## src/rtl/mux_sel_debounce_toggle.sv

```systemverilog
// mux_sel_debounce_toggle
//   Turns a raw, bouncy, asynchronous pushbutton into a clean select line for
//   the lab 2:1 mux. btn_in is synchronised, debounced by a four-state FSM with
//   a stability counter, and every accepted press toggles sel_out exactly once.
//
// Ports
//   clk          system clock, all state on the rising edge
//   rst_n        asynchronous active-low reset
//   btn_in       raw pushbutton level (active-high, asynchronous, bouncy)
//   sel_out      registered mux select, toggles once per accepted press
//   press_pulse  registered one-cycle pulse per accepted press
//   db_state     registered debounced button level
module mux_sel_debounce_toggle #(
    parameter int   DEBOUNCE_CYCLES = 1_000_000,
    parameter int   SYNC_STAGES     = 2,
    parameter logic SEL_RESET       = 1'b0
) (
    input  logic clk,
    input  logic rst_n,
    input  logic btn_in,
    output logic sel_out,
    output logic press_pulse,
    output logic db_state
);

    if (DEBOUNCE_CYCLES < 1 || SYNC_STAGES < 2) begin : g_param_err
        $error("mux_sel_debounce_toggle: need DEBOUNCE_CYCLES>=1 and SYNC_STAGES>=2");
    end

    localparam int CW = $clog2(DEBOUNCE_CYCLES + 1);
    localparam logic [CW-1:0] CNT_LAST = CW'(DEBOUNCE_CYCLES - 1);
    localparam logic [CW-1:0] CNT_ONE  = CW'(1);

    typedef enum logic [1:0] {
        S_LOW  = 2'd0,
        S_RISE = 2'd1,
        S_HIGH = 2'd2,
        S_FALL = 2'd3
    } state_t;

    // Synchroniser: plain shift chain, the last stage is the only consumer-visible bit.
    logic [SYNC_STAGES-1:0] sync_ff;
    logic                   sync;

    always_ff @(posedge clk or negedge rst_n) begin
        if (!rst_n) sync_ff <= '0;
        else        sync_ff <= {sync_ff[SYNC_STAGES-2:0], btn_in};
    end

    assign sync = sync_ff[SYNC_STAGES-1];

    state_t        state, state_n;
    logic [CW-1:0] cnt, cnt_n;
    logic          db_n, pulse_n, sel_n;

    always_ff @(posedge clk or negedge rst_n) begin
        if (!rst_n) begin
            state       <= S_LOW;
            cnt         <= '0;
            db_state    <= 1'b0;
            press_pulse <= 1'b0;
            sel_out     <= SEL_RESET;
        end else begin
            state       <= state_n;
            cnt         <= cnt_n;
            db_state    <= db_n;
            press_pulse <= pulse_n;
            sel_out     <= sel_n;
        end
    end

    // cnt holds the number of consecutive sync samples seen at the new level,
    // so a change is accepted on the DEBOUNCE_CYCLES-th stable sample.
    always_comb begin
        state_n = state;
        cnt_n   = cnt;
        db_n    = db_state;
        pulse_n = 1'b0;
        sel_n   = sel_out;
        unique case (state)
            S_LOW: begin
                if (sync) begin
                    if (DEBOUNCE_CYCLES == 1) begin
                        state_n = S_HIGH;
                        cnt_n   = '0;
                        db_n    = 1'b1;
                        pulse_n = 1'b1;
                        sel_n   = ~sel_out;
                    end else begin
                        state_n = S_RISE;
                        cnt_n   = CNT_ONE;
                    end
                end
            end
            S_RISE: begin
                if (!sync) begin
                    state_n = S_LOW;
                    cnt_n   = '0;
                end else if (cnt == CNT_LAST) begin
                    state_n = S_HIGH;
                    cnt_n   = '0;
                    db_n    = 1'b1;
                    pulse_n = 1'b1;
                    sel_n   = ~sel_out;
                end else begin
                    cnt_n = cnt + CNT_ONE;
                end
            end
            S_HIGH: begin
                if (!sync) begin
                    if (DEBOUNCE_CYCLES == 1) begin
                        state_n = S_LOW;
                        cnt_n   = '0;
                        db_n    = 1'b0;
                    end else begin
                        state_n = S_FALL;
                        cnt_n   = CNT_ONE;
                    end
                end
            end
            S_FALL: begin
                if (sync) begin
                    state_n = S_HIGH;
                    cnt_n   = '0;
                end else if (cnt == CNT_LAST) begin
                    state_n = S_LOW;
                    cnt_n   = '0;
                    db_n    = 1'b0;
                end else begin
                    cnt_n = cnt + CNT_ONE;
                end
            end
            default: begin
                // Corrupted state: restart cleanly, leave db_state/sel_out alone.
                state_n = S_LOW;
                cnt_n   = '0;
            end
        endcase
    end

endmodule

```

## config.mk

```make
export PLATFORM = sky130hd
export DESIGN_NAME = mux_sel_debounce_toggle
export DESIGN_NICKNAME = d
export VERILOG_FILES = /design/src/rtl/mux_sel_debounce_toggle.sv
export SDC_FILE = /design/constraint.sdc
export NUM_CORES = 1
export LEC_CHECK = 0
export CAP_MARGIN = 20
export CORE_ASPECT_RATIO = 0.5
export CORE_UTILIZATION = 35
export CTS_CLUSTER_DIAMETER = 60
export DETAILED_ROUTE_END_ITERATION = 8
export DONT_BUFFER_PORTS = 1
export MAX_ROUTING_LAYER = met4
export PLACE_DENSITY = 0.57
export SLEW_MARGIN = 5
export SYNTH_ARGS = -nofsm -noshare
export SYNTH_HDL_FRONTEND = slang
export SYNTH_SLANG_ARGS = --single-unit
```

## constraint.sdc

```tcl
create_clock -name clk -period 2.8 [get_ports clk]
set_input_delay 0.28 -clock clk [delete_from_list [all_inputs] [get_ports clk]]
set_output_delay 0.28 -clock clk [all_outputs]
set_load 0.02 [all_outputs]
```

# Yosys cells after proc, flatten, opt, wreduce, memory -nomap -nowiden
# Cells that the tools add are included.
# W data, S select, Z words.
totals:
  out_inout_bits: 3
  elab_cells: 47
  register_bits: 27
  latchBits: 0
  mem_bits_rw: 0
  mem_bits_ro: 0
  in_bits: 3
  n_memories: 0
classes:
  bitwise_logic: 1
  multipliers: 0
  div_mod_pow: 0
  mux: 21
  n_addsub: 1
  shifts: 0
  eq_ne: 12
  order_cmp: 0
  n_reduce_logical: 6
ops:
  columns: ["cell", "n"]
  rows:
  - ["$mux W20", 5]
  - ["$pmux W20 S4", 1]
  - ["$add A20 B1 Y20 const B", 1]
  - ["$eq A20 B20 Y1 const B", 1]
  - ["$mux W2", 6]
  - ["$ne A2 B2 Y1 const B", 6]
  - ["$pmux W2 S4", 1]
  - ["$mux W1", 7]
  - ["$ne A3 B3 Y1 const B", 2]
  - ["$reduce_and A5 Y1", 1]
  - ["$eq A2 B2 Y1 const B", 2]
  - ["$reduce_and A4 Y1", 1]
  - ["$reduce_and A3 Y1", 1]
  - ["$eq A2 B1 Y1 const B", 1]
  - ["$logic_not A2 Y1", 1]
  - ["$pmux W1 S2", 1]
  - ["$reduce_and A2 Y1", 1]
  - ["$reduce_bool A2 Y1", 1]
  - ["$not A1 Y1", 1]

# Logic depth before layout (Yosys ltp)
# Gate-level depths: netlist of run 1.
depth:
  ltp_word: 4
  ltp_mapped: 7
  ltp_nobuf: 6

# Least setup slack after synthesis of run 1
# No wires, ideal clock.
synth_path:
  path_type: "reg2reg"
  start: "reg cnt[6]"
  end: "reg (tool-made name)"
  period_less_slack_ns: 2.196
  slack_ns: 0.604
  path_buffers: 1
  t_required_ns: 2.675
  setup_ns: 0.125
  arrival_ns: 2.071
  path_stages_with_launch: 7
  path_cell_list: "dfrtp_1 or4_1 or3_4 o31ai_4 buf_6 nand2_2 mux2_4"
synth_rtl:
  columns: ["item", "line", "source"]
  rows:
  - ["from (decl)", "53", "logic [CW-1:0] cnt, cnt_n;"]
  - ["from (signal assigned)", "65", "cnt <= cnt_n;"]

# Worst setup path after layout of run 1
layout_path:
  start: "reg cnt[6]"
  end: "reg cnt[5]"
layout_via:
  elab_chain_cells: 4
  elab_cells_between_ends: 5
  cone_classes: "eq/ne: 1; mux: 4"
layout_lines:
  columns: ["item", "line", "source"]
  rows:
  - ["$eq A20 B20 Y1 (*)", "99, 125", null]
  - ["$mux W20 (*)", "99, 125", null]
  - ["$mux W20 (on tied branches)", "122, 96", null]
  - ["$pmux W20 S4 (*)", "80", "unique case (state)"]
# Mark *: on every way between the ends. The rest lies on a longest branch, timed or not.
# A chain may end at the register's enable or synchronous reset.

==> results.py, run 1 <==
metrics = {
    "timing": {
        "setup_viol": 0,
        "setup_tns_ps": 0,
        "skew_ps": 5.46,
        "holdWs_ps": 29.8,
        "fmax_mhz": 416,
        "finalHoldViolCount": 0,
        "tightest_slew_ps": 807,
        "slew_headroom_pct": 46.0,
        "finalCritPeriodShare_pct": 85.9,
        "rsz0062_at_grt": "false",
        "post-route-min-period_ps": 2410,
        "drv_slew": 0,
    },
    "yosys": {
        "synthArstFlopShare_pct": 100,
        "syn_inst": 144,
        "synth-seq-cells": 27,
        "synthTopCellsByArea": "dfrtp_1 49%, nand2_1 4.6%, nand3_1 4.0%, a31oi_1 3.6%, a21oi_1 3.2%",
        "syn_avg_cell_area_um2": 9.66,
        "syn_nets": 148,
        "synthTopCellsByCount": "27 x dfrtp_1, 17 x nand2_1, 11 x nand3_1",
        "synth_edf_count": 0,
        "synth_area_um2": 1390,
        "synth_largest_area_cell": "dfrtp_1",
        "yosys.area.top_type_share_pct": 48.6,
        "synth_seq_area_share_pct": 48.6,
        "synth_cell_types": 36,
        "synth_warnings": 0,
        "synth.most_common_cell": "dfrtp_1",
        "ys.flop_type": "dfrtp_1",
    },
    "worst_setup_path": {
        "rr_worst_depth": 5,
        "cpMaxStageDelayCell": "o31a_1",
        "r2r_start": "cnt[6]",
        "max_stage_delay_ps": 570,
        "crit_required_ps": 2970,
        "rr_endpoint": "cnt[5]",
        "arrival_ps": 2570,
        "worst-path-buf-inv": 0,
        "cp_num_cells": 5,
        "cp-startpoint": "cnt[6]",
        "worstSetupEndpointType": "flip-flop",
        "critPathLaunchType": "flip-flop",
        "cp_max_fo": 22,
        "path_class": "flip-flop to flip-flop",
        "cp_top_family": "compound AO/OA/AOI/OAI gates",
        "path_cells": "or4_1 > or3_4 > o31a_1 > a21oi_1 > o21ba_2",
        "r2r_slack_ps": 390,
        "cp-endpoint": "cnt[5]",
    },
    "detailed_routing": {
        "via_count": 1084,
        "drc": 0,
        "drtAntennaViolNets": 0,
        "viasPerCell": 5.45,
        "drt_wl_total_mm": 2.79,
        "detail_route.wl_per_cell_um": 14.0,
        "drtIter0Drc": 50,
        "dr.pass1.iters": 4,
    },
    "power_and_ir_drop": {
        "seqPwrFrac_pct": 44.6,
        "p_per_area_nw_per_um2": 681,
        "total_power_w": 0.00104,
        "p_sw_w": 0.000384,
        "netSwitchingFraction_pct": 37.0,
        "p_leak_nw": 0.628,
        "internal_power_w": 0.000654,
        "peakVddDrop_mv": 0.379,
        "p_comb_share_pct": 34.2,
        "clockPowerShare_pct": 21.2,
    },
    "finish": {
        "nets": 153,
        "final_core_util_pct": 42.1,
        "layout-drive-gt1-share_pct": 10.1,
        "diodes": 0,
        "area_growth_pct": 9.53,
    },
    "grt": {
        "grt_pass1_wl_mm": 4.73,
        "antenna_found_initial": 0,
        "grt_pass1_vias": 954,
        "grt_max_degree": 28,
        "grt_overflow": 0,
        "grtUsageTotal_pct": 15.2,
    },
    "die": {
        "io_pins": 6,
        "rows": 15,
        "die_h_um": 46.6,
        "die_w_um": 91.2,
        "dieArea_um2": 4250,
        "design.core.area_um2": 3620,
        "initial_utilization_pct": 38.4,
    },
    "placement": {
        "dp_hpwl_mm": 1.89,
        "place_congestion": 0.739,
        "port_buffers": 0,
    },
    "clock_network": {
        "cts_num_sinks": 27,
        "path_clk_slew_ps": 90,
        "post_cts_buffers": 0,
        "htreeDepth": 1,
        "cts_tree": "built",
        "cts_root_buffer": "clkbuf_8",
        "cts_buffers": 3,
        "insertion_delay_ps": 270,
        "clockBufferDepth": 2,
    },
    "status": {
        "status": "completed",
    },
    "hold_path": {
        "hp-class": "input pin to flip-flop",
    },
    "job": {
        "cap_viol_max_count": 0,
    },
}
==> flip-flops by register name, summed over array words and instances (netlist names), named ones only <==
signal,count
db_state,1
sel_out,1
state,1
cnt,20
press_pulse,1
sync_ff,2
==> cell type report <==
| type | count | area (um2) |
|---|---|---|
| tap | 51 | 63.8 |
| fill | 346 | 2100 |
| inverter | 3 | 11.3 |
| clock buffer | 4 | 45.0 |
| timing repair buffer | 5 | 52.6 |
| multi-input combinational | 109 | 676 |
| sequential | 27 | 676 |
==> power groups by stage <==
stage	clock (W)	combinational, W	sequential [W]
2_1_floorplan	0	0.000286	0.000462
3_3_place_gp	0	0.000342	0.000469
3_5_place_dp	0	0.000343	0.000470
4_1_cts	0.000233	0.000356	0.000462
5_1_grt	0.000241	0.000394	0.000471
6_report	0.000220	0.000355	0.000462
==> stage by stage <==
step | instance area (um2) | worst slack, ps | std cells
after floorplan | 1390 | 604 | 144
after detailed placement | 1450 | 412 | 193
after CTS | 1520 | 408 | 199
final | 1520 | 395 | 199
after global routing | 1520 | 262 | 199
after global placement | 1450 | 459 | 193
==> worst min path at each step <==
stage,startpoint,to,slack (ps),cells after the start
3_5_place_dp,rst_n,sync_ff[1],-20,0
3_3_place_gp,rst_n,sync_ff[1],-20,0
6_report,btn_in,sync_ff[0],30,0
5_1_grt,btn_in,sync_ff[0],10,0
2_1_floorplan,rst_n,asynchronous set/reset pin,-20,0
4_1_cts,btn_in,sync_ff[0],20,0
==> kinds of logic (layout without fill, tap and decap cells) <==
| logic type | count (synthesis) | count (layout) | synth area share [%] |
|---|---|---|---|
| xor+xnor | 3 | 3 | 1.89 |
| flops | 27 | 27 | 48.6 |
| fa+ha+maj | 1 | 1 | 0.899 |
| buf+inv | 8 | 12 | 2.88 |
| mux | 3 | 3 | 2.52 |
| simple gates | 64 | 64 | 24.9 |
| compound gates | 38 | 38 | 18.3 |
==> metal layers <==
| metal | share of wire, % | up-vias | routed length (um) | GRT usage, % |
|---|---|---|---|---|
| li1 | - | 541 | - | - |
| met1 | 51 | 517 | 1410 | 20.3 |
| met2 | 45 | 21 | 1250 | 24.2 |
| met3 | 3.9 | 5 | 109 | 2.97 |
| met4 | 0.86 | 0 | 24 | 3.81 |
| met5 | 0 | - | 0 | - |
==> placed cells by master (no fill, tap or decap), drive strengths merged, types with 3 or more instances in the layout <==
cell    count
or3         5
nand3      11
buf         4
nor3        4
and3        3
inv         3
a21oi       9
dfrtp      27
o21ai       9
nor2        8
nand2      18
a31oi       8
nand4       4
xor2        3
a22o        4
clkbuf      4
==> what timing repair did <==
action,4_1_cts,5_1_grt
gates resized for setup,0,0
hold buffers,2,0
endpoints found under the hold margin,27,0
Power figures use the tool's default switching activity.
==> run 2: changes to the inputs <==
GPL_TIMING_DRIVEN = 0   (was unset)
==> results.py, run 2 (synthesized netlist as in run 1, its figures left out) <==
metrics = {
    "clock_network": {
        "clockBufferDepth": 2,
        "cts_tree": "built",
        "cts_buffers": 3,
        "insertion_delay_ps": 280,
        "htreeDepth": 1,
        "cts_root_buffer": "clkbuf_8",
        "cts_num_sinks": 27,
        "path_clk_slew_ps": 90,
        "cts_resized": 0,
    },
    "detailed_routing": {
        "dr.pass1.iters": 4,
        "drtIter0Drc": 55,
        "via_count": 1115,
        "drc": 0,
        "drtAntennaViolNets": 0,
        "drt_wl_total_mm": 2.95,
        "detail_route.wl_per_cell_um": 14.7,
        "viasPerCell": 5.55,
    },
    "finish": {
        "nFillCells": 364,
        "layout_top_registers": "cnt: 20 flops, sync_ff: 2 flops",
        "layout-drive-gt1-share_pct": 10.0,
        "multi_input_area_um2": 676,
        "area_growth_pct": 9.98,
        "nets": 155,
        "most-common-layout-cells": "27 x dfrtp_1, 17 x nand2_1, 11 x nand3_1",
        "largest_register": "cnt",
        "fin_cells": 201,
        "diodes": 0,
        "largest_reg_flops": 20,
        "final_common_cell": "dfrtp_1",
        "register_area_um2": 676,
    },
    "hold_path": {
        "min-delay-start": "btn_in",
        "hp-class": "input pin to flip-flop",
    },
    "worst_setup_path": {
        "cp_max_fo": 10,
        "max_stage_delay_ps": 530,
        "path_class": "flip-flop to flip-flop",
        "cpMaxStageDelayCell": "or4_1",
        "path_cells": "or4_1 > or3_4 > o31ai_4 > buf_6 > nand2_2 > mux2_4",
        "arrival_ps": 2570,
        "cp-startpoint": "cnt[6]",
        "critPathLaunchType": "flip-flop",
        "r2r_start": "cnt[6]",
        "crit_required_ps": 2970,
        "worstSetupEndpointType": "flip-flop",
    },
    "timing": {
        "finalHoldViolCount": 0,
        "setup_ws_ps": 399,
        "finalCritPeriodShare_pct": 85.8,
        "tightest_slew_ps": 829,
        "skew_ps": 5.92,
        "rsz0062_at_grt": "false",
        "setup_viol": 0,
        "post-route-min-period_ps": 2400,
        "fmax_mhz": 416,
        "slew_headroom_pct": 44.5,
        "drv_slew": 0,
        "setup_tns_ps": 0,
    },
    "power_and_ir_drop": {
        "p_leak_nw": 0.630,
        "peakVddDrop_mv": 0.437,
        "p_per_area_nw_per_um2": 707,
    },
    "die": {
        "rows": 15,
        "die_h_um": 46.6,
        "io_pins": 6,
        "die_w_um": 91.2,
        "initial_utilization_pct": 38.4,
        "design.core.area_um2": 3620,
        "dieArea_um2": 4250,
    },
    "placement": {
        "post-place-cells": 195,
        "dp_hpwl_mm": 2.01,
        "port_buffers": 0,
        "dp_worst_setup_slack_ps": 404,
        "place_congestion": 0.849,
    },
    "grt": {
        "grt_max_degree": 28,
        "grtUsageTotal_pct": 16.5,
        "grt_pass1_vias": 1047,
        "grt_overflow": 0,
        "antenna_found_initial": 0,
        "grt_pass1_wl_mm": 5.09,
    },
    "job": {
        "cap_viol_max_count": 0,
    },
    "status": {
        "status": "completed",
    },
}
[run 2: changes by cell type in the layout (fill, tap and decap cells not counted)]
cell / previous run / this run
buf_6: 0 / 1
buf_4: 3 / 0
buf_2: 0 / 2
clkbuf_1: 1 / 3
[run 2: final cells by class]
cell class	instances	share of cell area [%]
timing repair buffer	2	1.96
clock buffer	4	2.94
multi-input combinational	109	44.2
inverter	3	0.736
tap	51	4.17
sequential	27	44.2
buffer	5	1.88
[run 2: per-layer routing]
metal / share of wire (%) / vias to the layer above / global-route usage (%)
met5: 0 / - / -
met4: 0.51 / 0 / 5.08
met3: 2.5 / 2 / 3.47
met2: 44 / 18 / 25.8
met1: 53 / 549 / 22.0
li1: - / 546 / -
[run 2: critical path: cells and delay by family (launching register included)]
family	cells	cell delay, ps
simple gates	3	970
compound gates	1	380
mux	1	300
flops	1	450
buf+inv	1	190
[run 2: power by group]
group	leakage, nW	switching [W]	internal, W
clock network	0.0228	0.000128	0.000102
registers	0.365	0.0000408	0.000424
logic	0.243	0.000243	0.000144
[run 2: repair_timing]
action	in CTS	in global routing
hold endpoints to repair	27	0
hold buffers	2	0
setup buffers	0	0
[run 2: final timing paths]
check                                   to  slack [ps]  cells past startpoint
min in group asynchronous           cnt[5]         430                      2
worst max register to register   flip-flop         400                      6
worst min register to register  sync_ff[1]         350                      0
max in group asynchronous           cnt[9]        2220                      2
worst max-delay path             flip-flop         400                      6
worst min-delay path            sync_ff[0]          20                      0
[run 2: per-stage QoR]
stage | cell area (um2) | total power [W] | util, % | hold slack (ps)
floorplan | 1390 | 0.000747 | - | -15.6
CTS | 1530 | 0.00109 | 42.2 | 14.9
global placement | 1460 | 0.000842 | 40.2 | -15.1
finish | 1530 | 0.00108 | 42.2 | 24.6
detailed placement | 1460 | 0.000847 | 40.2 | -15.1
global route | 1530 | 0.00116 | 42.2 | 5.26
==> run 3: changes to the inputs <==
==> constraint.sdc (replaced) <==
create_clock -name clk -period 2.8 [get_ports clk]
set_input_delay 0.28 -clock clk [delete_from_list [all_inputs] [get_ports clk]]
set_output_delay 0.28 -clock clk [all_outputs]
set_load 0.05 [all_outputs]
==> results of run 3 <==
The final DEF is identical to that of run 2; final timing and power are the same.
